[config.mk]
export PLATFORM = sky130hd
export DESIGN_NAME = pipe_ctrl_unit
export DESIGN_NICKNAME = d
export VERILOG_FILES = /design/src/rtl/pipe_ctrl_unit.sv
export SDC_FILE = /design/constraint.sdc
export NUM_CORES = 1
export LEC_CHECK = 0
export CAP_MARGIN = 40
export CORE_UTILIZATION = 45
export DETAILED_ROUTE_END_ITERATION = 12
export MAX_ROUTING_LAYER = met4
export PLACE_DENSITY = 0.77
export SLEW_MARGIN = 15
export SYNTH_ARGS = -nofsm -noshare
export SYNTH_HDL_FRONTEND = slang
export SYNTH_SLANG_ARGS = --single-unit
[constraint.sdc]
create_clock -name clk -period 2.55 [get_ports clk]
set_input_delay 0.255 -clock clk [delete_from_list [all_inputs] [get_ports clk]]
set_output_delay 0.255 -clock clk [all_outputs]
set_load 0.02 [all_outputs]
[src/rtl/pipe_ctrl_unit.sv]
// Pipeline control unit for the 3-stage RV32 core. It registers the decoded control
// bundle into execute/writeback, generates stalls and flush bubbles, and sequences the MDU.

package pipe_ctrl_pkg;
    typedef enum logic [3:0] {
        alu_add  = 4'd0,
        alu_sub  = 4'd1,
        alu_sll  = 4'd2,
        alu_slt  = 4'd3,
        alu_sltu = 4'd4,
        alu_xor  = 4'd5,
        alu_srl  = 4'd6,
        alu_sra  = 4'd7,
        alu_or   = 4'd8,
        alu_and  = 4'd9
    } type_alu;

    typedef enum logic {
        IDLE    = 1'b0,
        MD_BUSY = 1'b1
    } state_t;

    typedef struct packed {
        type_alu    alu_op;
        logic       reg_write;
        logic       read_en;
        logic       write_en;
        logic [1:0] wb_sel;
        logic [1:0] br_type;
        logic       sel_a;
        logic       sel_b;
        logic       zero_a;
    } ctrl_t;

    localparam logic [1:0] WB_MEM  = 2'b00;
    localparam logic [1:0] WB_ALU  = 2'b01;
    localparam logic [1:0] WB_PC4  = 2'b10;
    localparam logic [1:0] WB_MDU  = 2'b11;
    localparam logic [1:0] BR_NONE = 2'b00;
    localparam logic [1:0] BR_COND = 2'b01;
    localparam logic [1:0] BR_JUMP = 2'b10;

    localparam logic [6:0] OP_R      = 7'b0110011;
    localparam logic [6:0] OP_IMM    = 7'b0010011;
    localparam logic [6:0] OP_LOAD   = 7'b0000011;
    localparam logic [6:0] OP_STORE  = 7'b0100011;
    localparam logic [6:0] OP_BRANCH = 7'b1100011;
    localparam logic [6:0] OP_AUIPC  = 7'b0010111;
    localparam logic [6:0] OP_LUI    = 7'b0110111;
    localparam logic [6:0] OP_JAL    = 7'b1101111;
    localparam logic [6:0] OP_JALR   = 7'b1100111;

    // The bubble doubles as the reset bundle: nothing is written, operand A is rs1.
    localparam ctrl_t CTRL_BUBBLE = '{
        alu_op: alu_add, reg_write: 1'b0, read_en: 1'b0, write_en: 1'b0,
        wb_sel: WB_MEM, br_type: BR_NONE, sel_a: 1'b1, sel_b: 1'b0, zero_a: 1'b0
    };

    localparam ctrl_t CTRL_MD_WB = '{
        alu_op: alu_add, reg_write: 1'b1, read_en: 1'b0, write_en: 1'b0,
        wb_sel: WB_MDU, br_type: BR_NONE, sel_a: 1'b1, sel_b: 1'b0, zero_a: 1'b0
    };
endpackage

module pipe_ctrl_unit
    import pipe_ctrl_pkg::*;
#(
    parameter bit MDU_EN  = 1'b1,
    parameter int MUL_LAT = 2,
    parameter int DIV_LAT = 32,
    parameter int CNT_W   = 8
) (
    input  logic       clk,
    input  logic       rst,
    input  logic       instr_valid,
    input  logic [6:0] opcode_in,
    input  logic [2:0] funct3,
    input  logic [6:0] funct7,
    input  logic       br_taken,
    output logic [3:0] alu_op,
    output logic       reg_write,
    output logic       read_en,
    output logic       write_en,
    output logic [1:0] wb_sel,
    output logic [1:0] br_type,
    output logic       sel_A,
    output logic       sel_B,
    output logic       zero_A,
    output logic       md_start,
    output logic [2:0] md_op,
    output logic       PCen,
    output logic       illegal
);
    localparam logic [CNT_W-1:0] MUL_CNT = CNT_W'(MUL_LAT - 1);
    localparam logic [CNT_W-1:0] DIV_CNT = CNT_W'(DIV_LAT - 1);

    state_t           state_q, state_d;
    logic [CNT_W-1:0] cnt_q, cnt_d;
    ctrl_t            ctrl_q, ctrl_d;
    logic             md_start_q, md_start_d;
    logic [2:0]       md_op_q, md_op_d;
    logic             illegal_q, illegal_d;

    ctrl_t            dec_ctrl;
    logic             dec_illegal;
    logic             dec_mop;
    logic [CNT_W-1:0] md_lat;
    logic             busy;
    logic             md_done;
    logic             decode_en;
    logic             squash;

    // Pure field decode; sequencing and squashing decide later whether it is used.
    // NOTE: every always_comb output gets a default first so no path infers a latch.
    always_comb begin
        dec_ctrl    = CTRL_BUBBLE;
        dec_illegal = 1'b0;
        dec_mop     = 1'b0;
        case (opcode_in)
            OP_R: begin
                dec_ctrl.reg_write = 1'b1;
                dec_ctrl.wb_sel    = WB_ALU;
                dec_ctrl.sel_b     = 1'b1;
                case (funct7)
                    7'b0000000: begin
                        case (funct3)
                            3'b000:  dec_ctrl.alu_op = alu_add;
                            3'b001:  dec_ctrl.alu_op = alu_sll;
                            3'b010:  dec_ctrl.alu_op = alu_slt;
                            3'b011:  dec_ctrl.alu_op = alu_sltu;
                            3'b100:  dec_ctrl.alu_op = alu_xor;
                            3'b101:  dec_ctrl.alu_op = alu_srl;
                            3'b110:  dec_ctrl.alu_op = alu_or;
                            default: dec_ctrl.alu_op = alu_and;
                        endcase
                    end
                    7'b0100000: begin
                        if (funct3 == 3'b000)      dec_ctrl.alu_op = alu_sub;
                        else if (funct3 == 3'b101) dec_ctrl.alu_op = alu_sra;
                        else                       dec_illegal     = 1'b1;
                    end
                    7'b0000001: begin
                        if (MDU_EN) dec_mop     = 1'b1;
                        else        dec_illegal = 1'b1;
                    end
                    default: dec_illegal = 1'b1;
                endcase
            end
            OP_IMM: begin
                dec_ctrl.reg_write = 1'b1;
                dec_ctrl.wb_sel    = WB_ALU;
                case (funct3)
                    3'b000:  dec_ctrl.alu_op = alu_add;
                    3'b001:  dec_ctrl.alu_op = alu_sll;
                    3'b010:  dec_ctrl.alu_op = alu_slt;
                    3'b011:  dec_ctrl.alu_op = alu_sltu;
                    3'b100:  dec_ctrl.alu_op = alu_xor;
                    3'b110:  dec_ctrl.alu_op = alu_or;
                    3'b111:  dec_ctrl.alu_op = alu_and;
                    default: dec_ctrl.alu_op = funct7[5] ? alu_sra : alu_srl;
                endcase
            end
            OP_LOAD: begin
                dec_ctrl.reg_write = 1'b1;
                dec_ctrl.read_en   = 1'b1;
                dec_ctrl.wb_sel    = WB_MEM;
            end
            OP_STORE: dec_ctrl.write_en = 1'b1;
            OP_BRANCH: begin
                dec_ctrl.br_type = BR_COND;
                dec_ctrl.sel_a   = 1'b0;
            end
            OP_AUIPC: begin
                dec_ctrl.reg_write = 1'b1;
                dec_ctrl.wb_sel    = WB_ALU;
                dec_ctrl.sel_a     = 1'b0;
            end
            OP_LUI: begin
                dec_ctrl.reg_write = 1'b1;
                dec_ctrl.wb_sel    = WB_ALU;
                dec_ctrl.zero_a    = 1'b1;
            end
            OP_JAL: begin
                dec_ctrl.reg_write = 1'b1;
                dec_ctrl.wb_sel    = WB_PC4;
                dec_ctrl.br_type   = BR_JUMP;
                dec_ctrl.sel_a     = 1'b0;
            end
            OP_JALR: begin
                dec_ctrl.reg_write = 1'b1;
                dec_ctrl.wb_sel    = WB_PC4;
                dec_ctrl.br_type   = BR_JUMP;
            end
            default: dec_illegal = 1'b1;
        endcase
    end

    assign md_lat    = funct3[2] ? DIV_CNT : MUL_CNT;
    assign busy      = (state_q == MD_BUSY);
    assign md_done   = busy && (cnt_q == '0);
    // The last busy cycle releases the front end, so decode runs again in it.
    assign decode_en = !busy || md_done;
    // The MD op occupies execute while busy, so any redirect then is not ours.
    assign squash    = br_taken && !busy;
    assign PCen      = decode_en;

    always_comb begin
        state_d    = state_q;
        cnt_d      = cnt_q;
        ctrl_d     = CTRL_BUBBLE;
        md_start_d = 1'b0;
        md_op_d    = md_op_q;
        illegal_d  = 1'b0;

        if (busy) begin
            if (md_done) begin
                state_d = IDLE;
            end else begin
                cnt_d = cnt_q - CNT_W'(1);
            end
            // Writeback is registered so it is visible during the final busy cycle.
            if (cnt_q == CNT_W'(1)) ctrl_d = CTRL_MD_WB;
        end

        if (decode_en && instr_valid && !squash) begin
            if (dec_illegal) begin
                illegal_d = 1'b1;
            end else if (dec_mop) begin
                md_start_d = 1'b1;
                md_op_d    = funct3;
                cnt_d      = md_lat;
                state_d    = MD_BUSY;
                if (md_lat == '0) ctrl_d = CTRL_MD_WB;
            end else begin
                ctrl_d = dec_ctrl;
            end
        end
    end

    // NOTE: state uses non-blocking assignments and a synchronous reset sampled on clk.
    always_ff @(posedge clk) begin
        if (rst) begin
            state_q    <= IDLE;
            cnt_q      <= '0;
            ctrl_q     <= CTRL_BUBBLE;
            md_start_q <= 1'b0;
            md_op_q    <= 3'b000;
            illegal_q  <= 1'b0;
        end else begin
            state_q    <= state_d;
            cnt_q      <= cnt_d;
            ctrl_q     <= ctrl_d;
            md_start_q <= md_start_d;
            md_op_q    <= md_op_d;
            illegal_q  <= illegal_d;
        end
    end

    assign alu_op    = ctrl_q.alu_op;
    assign reg_write = ctrl_q.reg_write;
    assign read_en   = ctrl_q.read_en;
    assign write_en  = ctrl_q.write_en;
    assign wb_sel    = ctrl_q.wb_sel;
    assign br_type   = ctrl_q.br_type;
    assign sel_A     = ctrl_q.sel_a;
    assign sel_B     = ctrl_q.sel_b;
    assign zero_A    = ctrl_q.zero_a;
    assign md_start  = md_start_q;
    assign md_op     = md_op_q;
    assign illegal   = illegal_q;
endmodule

* Word-level counts from Yosys, hierarchy flattened *
Cells that the tools add are included.

storage, ports and cells
  register bits after elaboration = 28
  bits of input ports = 21
  output and inout bits = 20
  logic and storage cells = 96

cells by class
  add/sub/neg operators = 1
  equality and inequality tests = 19
  mux-type cells = 40
  bitwise gates (word level) = 2
  reduce and logical (&&, ||, !) cells = 20

operators with widths
  operator               number
  $mux W14               4
  $pmux W4 S7            2
  $mux W8                5
  $eq A7 B6 Y1 const B   4
  $eq A7 B7 Y1 const B   3
  $mux W10               2
  $mux W1                18
  $logic_not A8 Y1       2
  $pmux W4 S2            2
  $eq A7 B5 Y1 const B   2
  $eq A3 B3 Y1 const B   4
  $eq A8 B1 Y1 const B   1
  $pmux W2 S2            2
  $reduce_or A8 Y1       1
  $sub A8 B1 Y8 const B  1
  $eq A7 B1 Y1 const B   1
  $eq A7 B2 Y1 const B   1
  $logic_not A7 Y1       1
  $reduce_or A7 Y1       1
  $eq A3 B2 Y1 const B   2
  $mux W3                2
  $reduce_or A2 Y1       3
  $reduce_or A3 Y1       2
  $mux W5                1
  other kinds (9)        15

* Logic depth before layout (Yosys ltp) *
Gate-level depths: netlist of the first run.

  word-level depth = 8
  depth in mapped cells = 8
  gate-level depth less buffers = 8

* Least setup slack after synthesis of the first run *
OpenSTA, ideal clock, no wires.

  kind = input to register
  start point = in funct7[1]
  end point = reg md_op_q[2] (netlist: md_op[2])
  setup time = 0.070 ns
  data arrival time = 1.866 ns
  data required time = 2.480 ns
  slack = 0.614 ns
  stages on the path = 7
  path buffers = 0
  path through = or3_4 -> or4_1 -> or2_4 -> or3_4 -> clkinv_4 -> nand2_4 -> o21ai_1

between the ends
  longest elaborated chain between the ends = 6
  elaborated cells between the ends (all ways) = 10
  classes of those cells = 2 x eq/ne; 4 x mux; 1 x bitwise; 3 x reduce/logical

ends and longest elaborated chain
  item                                              RTL line  source
  from (decl)                                       78        input logic [6:0] funct7,
  $eq A7 B1 Y1 or $logic_not A7 Y1 (tied branches)  124       case (funct7)
  $reduce_or A2 Y1 (no line)                        --
  $pmux W1 S2                                       124
  $pmux W1 S2                                       119       case (opcode_in)
  $not A1 Y1 (no line)                              --
  $reduce_and A3 Y1 (no line) (*)                   --
  to (signal assigned)                              254       md_op_q <= md_op_d;
  to (decl)                                         101       logic [2:0] md_op_q, md_op_d;

Mark *: on every way between the ends. The rest lies on a longest branch, timed or not.
A chain may end at the register's enable or synchronous reset.

* Final worst setup path of the first run *
  start point = reg cnt_q[0]
  end point = out PCen

between the ends
  longest elaborated chain between the ends = 3

ends and longest elaborated chain
  item                    RTL line  source
  from (decl)             98        logic [CNT_W-1:0] cnt_q, cnt_d;
  from (signal assigned)  251       cnt_q <= cnt_d;
  $logic_not A8 Y1        200       assign md_done = busy && (cnt_q == '0);
  $logic_and A1 B1 Y1     200
  $logic_or A1 B1 Y1      202       assign decode_en = !busy || md_done;
  to (decl)               91        output logic PCen,

No other way between the ends.

==> flow_summary.ini, run 1 <==
[status]
status = finished, violations left
violations = design-rule violations

[power]
powerDensity_nw_per_um2 = 370
ir_drop_mv = 0.309
p_leak_nw = 0.684

[timing]
relSlewSlack = 0.679
max_freq_mhz = 409
hold_viol = 0
tightest_slew_ns = 0.475
tns_ns = 0
setup_viol = 0
slew_viol_final = 0
rsz0062_at_grt = no
worst_clock_skew_ns = 0.00547
fin_crit_sh = 0.959
min_period_ns = 2.45

[synthesis]
yosysMostFrequentCell = dfxtp_1
synth_fp_nets = 181
async_flop_share = 0
syn_area_um2 = 1370
synth_cells = 157
synth_edf_count = 0
yosys-top-cells-area = dfxtp_1 (41%), nor2_1 (3.6%), nor3_1 (3.3%)
synth_area_per_cell_um2 = 8.71
ys_seq_area_frac = 0.410
synth-seq-cells = 28
synth_top_area_cell = dfxtp_1
synth_top_area_frac = 0.410
yosys_warnings = 0
yosys.cell_types.count = 44
synth_flop_cell = dfxtp_1
synthTopCellsByCount = dfxtp_1 (28), nor2_1 (13), nand2_1 (11)

[detailed_routing]
wirelength_um = 3190
ant_nets = 0
routedWlPerCell_um = 13.3
vias = 1351
drt-pass1-iter-count = 8
drtIter0Drc = 55
viasPerCell = 5.65
drc = 6

[cts]
ctsResizeCount = 0
htree_levels = 1
clock_path_buffers = 2
cts-root-buf = clkbuf_4
clkSinkCount = 28
clk_latency_ns = 0.31
post-cts-setup-buffers = 0
cts_tree = done
cts_buffers = 3
cts_hold_buf = 0
path_clk_slew_ns = 0.14

[global_routing]
grt_pass1_vias = 1249
antenna_found_initial = 0
grt_max_degree = 15
grtUsageTotal = 0.207
overflow = 0
grt_pass1_wl_um = 5190

[worst_setup_path]
path_cells = inv_1 -> ha_1 -> or3b_2 -> o21ai_1 -> clkdlybuf4s50_1
cp_slowest_cell = clkdlybuf4s50_1
regToRegSetupSlack_ns = 0.43
worst-path-max-fanout = 3
r2r_cells = 8
critPathBufInv = 2
arrival_ns = 2.19
crit_family = buffers and inverters
crit-reg2reg-capture = wb_sel[1]$_SDFF_PP0_
cpPeakStageDelay_ns = 0.62
worstPathRequired_ns = 2.30
start_kind = register
criticalPathCategory = reg -> out
reg2reg_from = cnt_q[0]$_SDFF_PP0_
endpoint_kind = output port

[floorplan]
fp.dieH_um = 57.1
io_pins = 41
initial_utilization = 0.483
die_x_um = 57.1
num_rows = 19
die_area_um2 = 3260
coreArea_um2 = 2830

[placed_design]
placedInstanceArea_um2 = 1880
routabilityCongestion = 0.842
dp_hpwl_um = 2540
portBuffers = 40

[cells_and_area]
layout-drive-gt1-share = 0.130
syn2layout_area_growth_pct = 39.0
num_antenna_cells = 0
stdcell_area_um2 = 1900
final_util = 0.672
num-nets-final = 234

[worst_hold_path]
min_path_type = reg -> reg
worstHoldStart = md_op[0]$_SDFFE_PP0P_
min_path_cells = 2
hold_end = md_op[0]$_SDFFE_PP0P_

[flow_run]
drv_cap = 0
-- metal layers --
| layer | vias up | GRT usage | routed length (um) |
|---|---|---|---|
| met5 | - | - | 0 |
| met4 | 0 | 0.0767 | 13 |
| met3 | 2 | 0.0295 | 159 |
| met2 | 44 | 0.385 | 1670 |
| met1 | 627 | 0.221 | 1350 |
| li1 | 678 | - | - |
-- sequential cells by signal, indices dropped and copies added, names as in the netlist, 2 cells and up --
| register | cells |
|---|---|
| alu_op | 4 |
| br_type | 2 |
| cnt_q | 8 |
| md_op | 3 |
| wb_sel | 2 |
-- worst max-delay path by stage --
stage                         from                    end  slack (ns)  depth (start not counted)
6_report       cnt_q[0]$_SDFF_PP0_                   PCen        0.10                          5
5_1_grt        cnt_q[0]$_SDFF_PP0_                   PCen       0.002                          5
2_1_floorplan            funct7[1]  md_op[2]$_SDFFE_PP0P_        0.61                          7
3_3_place_gp             funct7[1]  md_op[2]$_SDFFE_PP0P_        0.13                          8
4_1_cts        cnt_q[0]$_SDFF_PP0_                   PCen        0.08                          5
3_5_place_dp             funct3[0]   wb_sel[1]$_SDFF_PP0_        0.09                          7
-- final cells by class --
type	count	area, um^2
Fill cell	237	928
Multi-Input combinational cell	115	742
Sequential cell	28	561
Timing Repair Buffer	53	498
Inverter	9	38.8
Tap cell	31	38.8
Clock buffer	3	22.5
-- layout by cell type (no fill, tap or decap), types with 2 or more instances in the layout --
cell type and count:
a211oi_1 3, a21o_1 2, a21oi_1 3, and3_1 2, and4b_1 2, buf_4 13, clkbuf_4 3, clkdlybuf4s50_1 40
dfxtp_1 28, ha_1 3, inv_1 8, nand2_1 11, nand3_1 3, nand4_1 2, nor2_1 13, nor2b_1 5
nor3_1 9, nor3b_1 3, nor4_1 3, o211ai_1 3, o21ai_0 9, o21ai_1 6, o22ai_1 3, o32ai_1 2
or3_4 2, or3b_2 2, or4_1 4, xnor2_1 3, xor2_1 3
-- worst min-delay path: cells and delay by family (launching register included) --
kind	cells	cell delay, ns
compound gates	1	0.05
flops	1	0.33
buf+inv	1	0.05
-- per-stage QoR --
step	setup WS [ns]	hold WS (ns)	std cells	total power [mW]
finish	0.104	0.467	239	0.703
global route	0.00170	0.486	239	0.732
CTS	0.0821	0.471	239	0.713
detailed placement	0.0934	0.451	236	0.539
global placement	0.125	0.443	236	0.539
floorplan	0.614	0.332	157	0.485
-- power breakdown --
group,switching (mW),internal (mW),leakage [nW]
clock,0.116,0.0552,0.0138
combinational,0.0428,0.0504,0.445
sequential,0.000263,0.438,0.226
total,0.159,0.544,0.684
-- cells by family after synthesis --
family,count (synthesis),synth area share
flops,28,0.410
fa+ha+maj,3,0.0275
simple gates,68,0.289
buf+inv,14,0.0476
compound gates,38,0.188
xor+xnor,6,0.0384
Note: power is estimated with default switching activity, not from simulation.
==> run 2, diff against run 1 <==
Settings changed: CORE_UTILIZATION 45 to 46, PLACE_DENSITY 0.77 to 0.78.
==> run 2 against run 1 <==
Against the previous run: the flow now finishes without violations; sequential power hardly changed; die area fell by 2.1%; count of clock-buffer cells in the layout stayed put; wire length grew 4.4%; non-clock buffer count down 1; setup slack better by 0.31 ns; register-to-register slack better by 0.04 ns; first-iteration DRC count shrank 22%; flip-flop and latch count did not move; cell count fell by 0.42%; final area decreased by 0.26%; hold slack worse by 0.0049 ns; largest power group unchanged.
==> flow_summary.ini, run 2 (synthesis results as in run 1) <==
[cells_and_area]
num-nets-final = 233
stdcell_area_um2 = 1900
syn2layout_area_growth_pct = 38.6
n_fill_cell = 239
layout-drive-gt1-share = 0.126
final_common_cell = clkdlybuf4s50_1
top_register = cnt_q
largest_reg_flops = 8
final_cell_mix = clkdlybuf4s50_1 (39), dfxtp_1 (28), nor2_1 (13)
num_antenna_cells = 0

[power]
p_sw_frac = 0.235
pwr-share-comb = 0.131
powerDensity_nw_per_um2 = 375
ir_drop_mv = 0.340
p_int_mw = 0.544
p_clk_frac = 0.252
power_switching_mw = 0.167
p_total_mw = 0.711
seqPwrFrac = 0.617
p_leak_nw = 0.678

[timing]
relSlewSlack = 0.592
min_period_ns = 2.13
setup_ws_ns = 0.417
worst_clock_skew_ns = 0.00565
tns_ns = 0
setup_viol = 0
max_freq_mhz = 469
tightest_slew_ns = 0.606
slew_viol_final = 0
rsz0062_at_grt = no
hold_viol = 0
holdWs_ns = 0.462
fin_crit_sh = 0.836

[worst_hold_path]
min_path_cells = 2
hold_end = md_op[0]$_SDFFE_PP0P_
min_path_type = reg -> reg
worstHoldStart = md_op[0]$_SDFFE_PP0P_

[global_routing]
overflow = 0
grt_max_degree = 15
grtUsageTotal = 0.233
antenna_found_initial = 0
grt_pass1_wl_um = 5820
grt_pass1_vias = 1366

[detailed_routing]
drc = 0
drt-pass1-iter-count = 4
viasPerCell = 5.77
wirelength_um = 3330
ant_nets = 0
vias = 1374
drtIter0Drc = 43
routedWlPerCell_um = 14.0

[floorplan]
die_area_um2 = 3200
fp.dieH_um = 56.5
die_x_um = 56.5
initial_utilization = 0.492
io_pins = 41
num_rows = 19
coreArea_um2 = 2780

[cts]
htree_levels = 1
cts_buffers = 3
clkSinkCount = 28
cts-root-buf = clkbuf_4
clock_path_buffers = 2
cts_tree = done
path_clk_slew_ns = 0.14
clk_latency_ns = 0.32

[worst_setup_path]
crit-reg2reg-capture = alu_op[0]$_SDFF_PP0_
cp_slowest_cell = or4_1
path_cells = clkdlybuf4s50_1 -> or3_4 -> or4_1 -> or2_4 -> or3_4 -> clkinv_4 -> nand2_4 -> o21ai_1
r2r_cells = 8
regToRegSetupSlack_ns = 0.47
reg2reg_from = cnt_q[0]$_SDFF_PP0_
endpoint_kind = register
worstPathRequired_ns = 2.81
critPathBufInv = 2
cpPeakStageDelay_ns = 0.48
criticalPathCategory = in -> reg
worst-path-max-fanout = 5
arrival_ns = 2.39
crit_family = simple AND/OR/NAND/NOR gates
start_kind = input pin
crit_top_cell = or3_4

[placed_design]
place_ws_ns = 0.0646
placedInstanceArea_um2 = 1870
portBuffers = 40
dp_hpwl_um = 2660
routabilityCongestion = 0.883

[flow_run]
drv_cap = 0

[status]
status = complete, no violations
[run 2: changes by cell type in the layout (fill, tap and decap cells not counted)]
cell and change:
dlymetal6s2s_1 +1, clkdlybuf4s50_1 -1, buf_4 -1
[run 2: worst reg2reg max path: stages, from the launching register on]
cell and delay (ns):
dfxtp_1 0.36, inv_1 0.12, ha_1 0.18, nor3b_1 0.27
a41oi_1 0.27, nor2_1 0.21, nand4_1 0.12, buf_4 0.19
a2111oi_0 0.26
[run 2: worst max-delay path by stage]
| stage | start | to | slack, ns | cells past startpoint |
|---|---|---|---|---|
| finish | funct7[1] | cnt_q[3]$_SDFF_PP0_ | 0.42 | 8 |
| global route | cnt_q[0]$_SDFF_PP0_ | alu_op[0]$_SDFF_PP0_ | 0.26 | 8 |
| CTS | cnt_q[0]$_SDFF_PP0_ | PCen | 0.03 | 5 |
| detailed placement | funct7[1] | md_op[1]$_SDFFE_PP0P_ | 0.06 | 6 |
| global placement | funct7[1] | md_op[0]$_SDFFE_PP0P_ | 0.13 | 6 |
| floorplan | funct7[1] | md_op[2]$_SDFFE_PP0P_ | 0.61 | 7 |
[run 2: cell type report]
cell class	instances	area [um^2]	share of cell area
clock buffers	3	22.5	0.0119
inverters	9	38.8	0.0205
multi-input cells	115	742	0.391
flip-flops and latches	28	561	0.296
well taps	31	38.8	0.0205
repair buffers	52	493	0.260
[run 2: timing repair]
action                     CTS  global route
hold buffers                 0             0
setup buffers                0             0
resized for setup            0             1
setup endpoints to repair    0             1
[run 2: power by group through the flow]
stage          logic, mW  registers, mW  clock network (mW)
6_report          0.0933          0.439               0.179
5_1_grt            0.102          0.439               0.199
4_1_cts           0.0928          0.439               0.186
3_5_place_dp      0.0922          0.448                   0
3_3_place_gp      0.0892          0.448                   0
2_1_floorplan     0.0357          0.449                   0
[run 2: metal layers]
layer / routed length (um) / up-vias / GRT usage / part of all wire
li1: - / 678 / - / -
met1: 1400 / 637 / 0.276 / 0.42
met2: 1710 / 55 / 0.410 / 0.51
met3: 193 / 4 / 0.0323 / 0.058
met4: 23 / 0 / 0.0627 / 0.0069
met5: 0 / - / - / 0
[run 2: stage by stage]
| step | util | instances |
|---|---|---|
| 3_5_place_dp | 0.673 | 235 |
| 6_report | 0.682 | 238 |
| 4_1_cts | 0.681 | 238 |
| 5_1_grt | 0.682 | 238 |
| 2_1_floorplan | - | 157 |
| 3_3_place_gp | 0.673 | 235 |
==> run 3, diff against run 2 <==
Settings changed: CORE_UTILIZATION 46 to 42, PLACE_DENSITY 0.78 to 0.75.
Clock period 2.55 ns to 1.8 ns, I/O delays scaled along.
==> run 3 against run 2 <==
Against the previous run: the run now ends with negative setup slack left; first-iteration DRC count shrank 33%; power grew 49%; sequential share of layout area shrank 5.7 points; combinational power grew 85%; non-clock buffer count grew 34; setup slack lost 0.50 ns; clock skew shrank 0.0037 ns; sequential power grew 41%; wire length grew 31%; critical path depth shrank 2; die area grew 9.2%; critical path type is now reg -> reg.
==> flow_summary.ini, run 3 (synthesis results as in run 1) <==
[timing]
fin_crit_sh = 1.04
tightest_slew_ns = 0.481
max_freq_mhz = 532
relSlewSlack = 0.678
min_period_ns = 1.88
tns_ns = -0.229
rsz0062_at_grt = yes
worst_clock_skew_ns = 0.00200
setup_viol = 7
hold_viol = 0
slew_viol_final = 0
setup_ws_ns = -0.0797

[cells_and_area]
num-nets-final = 267
syn2layout_area_growth_pct = 74.3
layout-drive-gt1-share = 0.394
num_antenna_cells = 0
top_register = cnt_q
final_common_cell = buf_4
final_util = 0.774
largest_reg_flops = 8
final_cell_mix = buf_4 (42), clkdlybuf4s50_1 (32), dfxtp_1 (24)

[worst_hold_path]
worstHoldStart = funct3[0]
hold_end = md_op[0]$_SDFFE_PP0P_
min_path_type = in -> reg
min_path_cells = 3

[power]
p_leak_nw = 0.908
ir_drop_mv = 0.216
powerDensity_nw_per_um2 = 445

[global_routing]
grt_max_degree = 15
antenna_found_initial = 0
grt_pass1_vias = 1511
grt_pass1_wl_um = 6640
grtUsageTotal = 0.263
overflow = 0

[placed_design]
dp_hpwl_um = 3080
routabilityCongestion = 0.863
portBuffers = 40

[status]
status = finished, violations left
violations = negative setup slack

[worst_setup_path]
endpoint_kind = register
criticalPathCategory = reg -> reg
regToRegSetupSlack_ns = -0.08
worstPathRequired_ns = 2.04
start_kind = register
worst-path-max-fanout = 4
r2r_cells = 6
reg2reg_from = cnt_q[4]$_SDFF_PP0_
arrival_ns = 2.12
crit-reg2reg-capture = cnt_q[3]$_SDFF_PP0_

[cts]
cts_tree = done
path_clk_slew_ns = 0.15
cts_buffers = 3
clkSinkCount = 28
clock_path_buffers = 2
clk_latency_ns = 0.33
cts-root-buf = clkbuf_4
htree_levels = 1

[detailed_routing]
drtIter0Drc = 29
ant_nets = 0
vias = 1516
routedWlPerCell_um = 15.3
drt-pass1-iter-count = 4
wirelength_um = 4370
drc = 0
viasPerCell = 5.32

[floorplan]
io_pins = 41
num_rows = 20
coreArea_um2 = 3080
initial_utilization = 0.444
die_x_um = 59.1
die_area_um2 = 3490
fp.dieH_um = 59.1

[flow_run]
drv_cap = 0
run 3: critical path, stage by stage (launching register included):
cell	delay (ns)
dfxtp_4	0.39
or4_4	0.56
buf_6	0.14
o211ai_1	0.30
buf_4	0.18
xor2_1	0.15
o21ai_1	0.08
run 3: timing repair:
item	CTS	global route
setup buffers	8	0
gates resized for setup	40	26
hold endpoints to repair	0	0
hold buffers	0	0
endpoints found under the setup margin	27	23
pin swaps	16	10
run 3: how the worst max path moves through the flow:
| stage | from | slack (ns) | cells after the start | end |
|---|---|---|---|---|
| final | cnt_q[4]$_SDFF_PP0_ | -0.08 | 6 | cnt_q[3]$_SDFF_PP0_ |
| after global routing | cnt_q[4]$_SDFF_PP0_ | -0.15 | 7 | cnt_q[7]$_SDFF_PP0_ |
| after CTS | cnt_q[4]$_SDFF_PP0_ | -0.05 | 6 | cnt_q[3]$_SDFF_PP0_ |
| after detailed placement | funct7[1] | -0.57 | 8 | cnt_q[4]$_SDFF_PP0_ |
| after global placement | funct7[1] | -0.53 | 8 | cnt_q[2]$_SDFF_PP0_ |
| after floorplan | funct7[1] | -0.06 | 7 | md_op[2]$_SDFFE_PP0P_ |
run 3: routing by layer:
metal	global-route usage	wire length, um
met1	0.281	1730
met2	0.482	2350
met3	0.0218	185
met4	0.136	106
met5	-	0
run 3: power by group:
part           switching [mW]  internal, mW
logic                  0.0826        0.0905
clock network           0.188        0.0787
registers            0.000527         0.619
total                   0.271         0.789
run 3: final cells by class:
cell class	count	area (um^2)
Clock buffer	3	22.5
Inverter	9	38.8
Sequential cell	28	568
Tap cell	44	55.1
Fill cell	234	694
Multi-Input combinational cell	115	946
Timing Repair Buffer	86	753
run 3: through the flow:
stage                     hold WS (ns)  cells  setup slack [ns]  instance area (um^2)  power [mW]
after detailed placement         0.443    274            -0.572                  2090       0.785
final                            0.377    285           -0.0797                  2380        1.06
after global routing             0.374    285            -0.153                  2380        1.10
after global placement           0.443    274            -0.528                  2090       0.782
after floorplan                  0.257    157           -0.0605                  1370       0.687
after CTS                        0.344    285           -0.0459                  2260        1.05
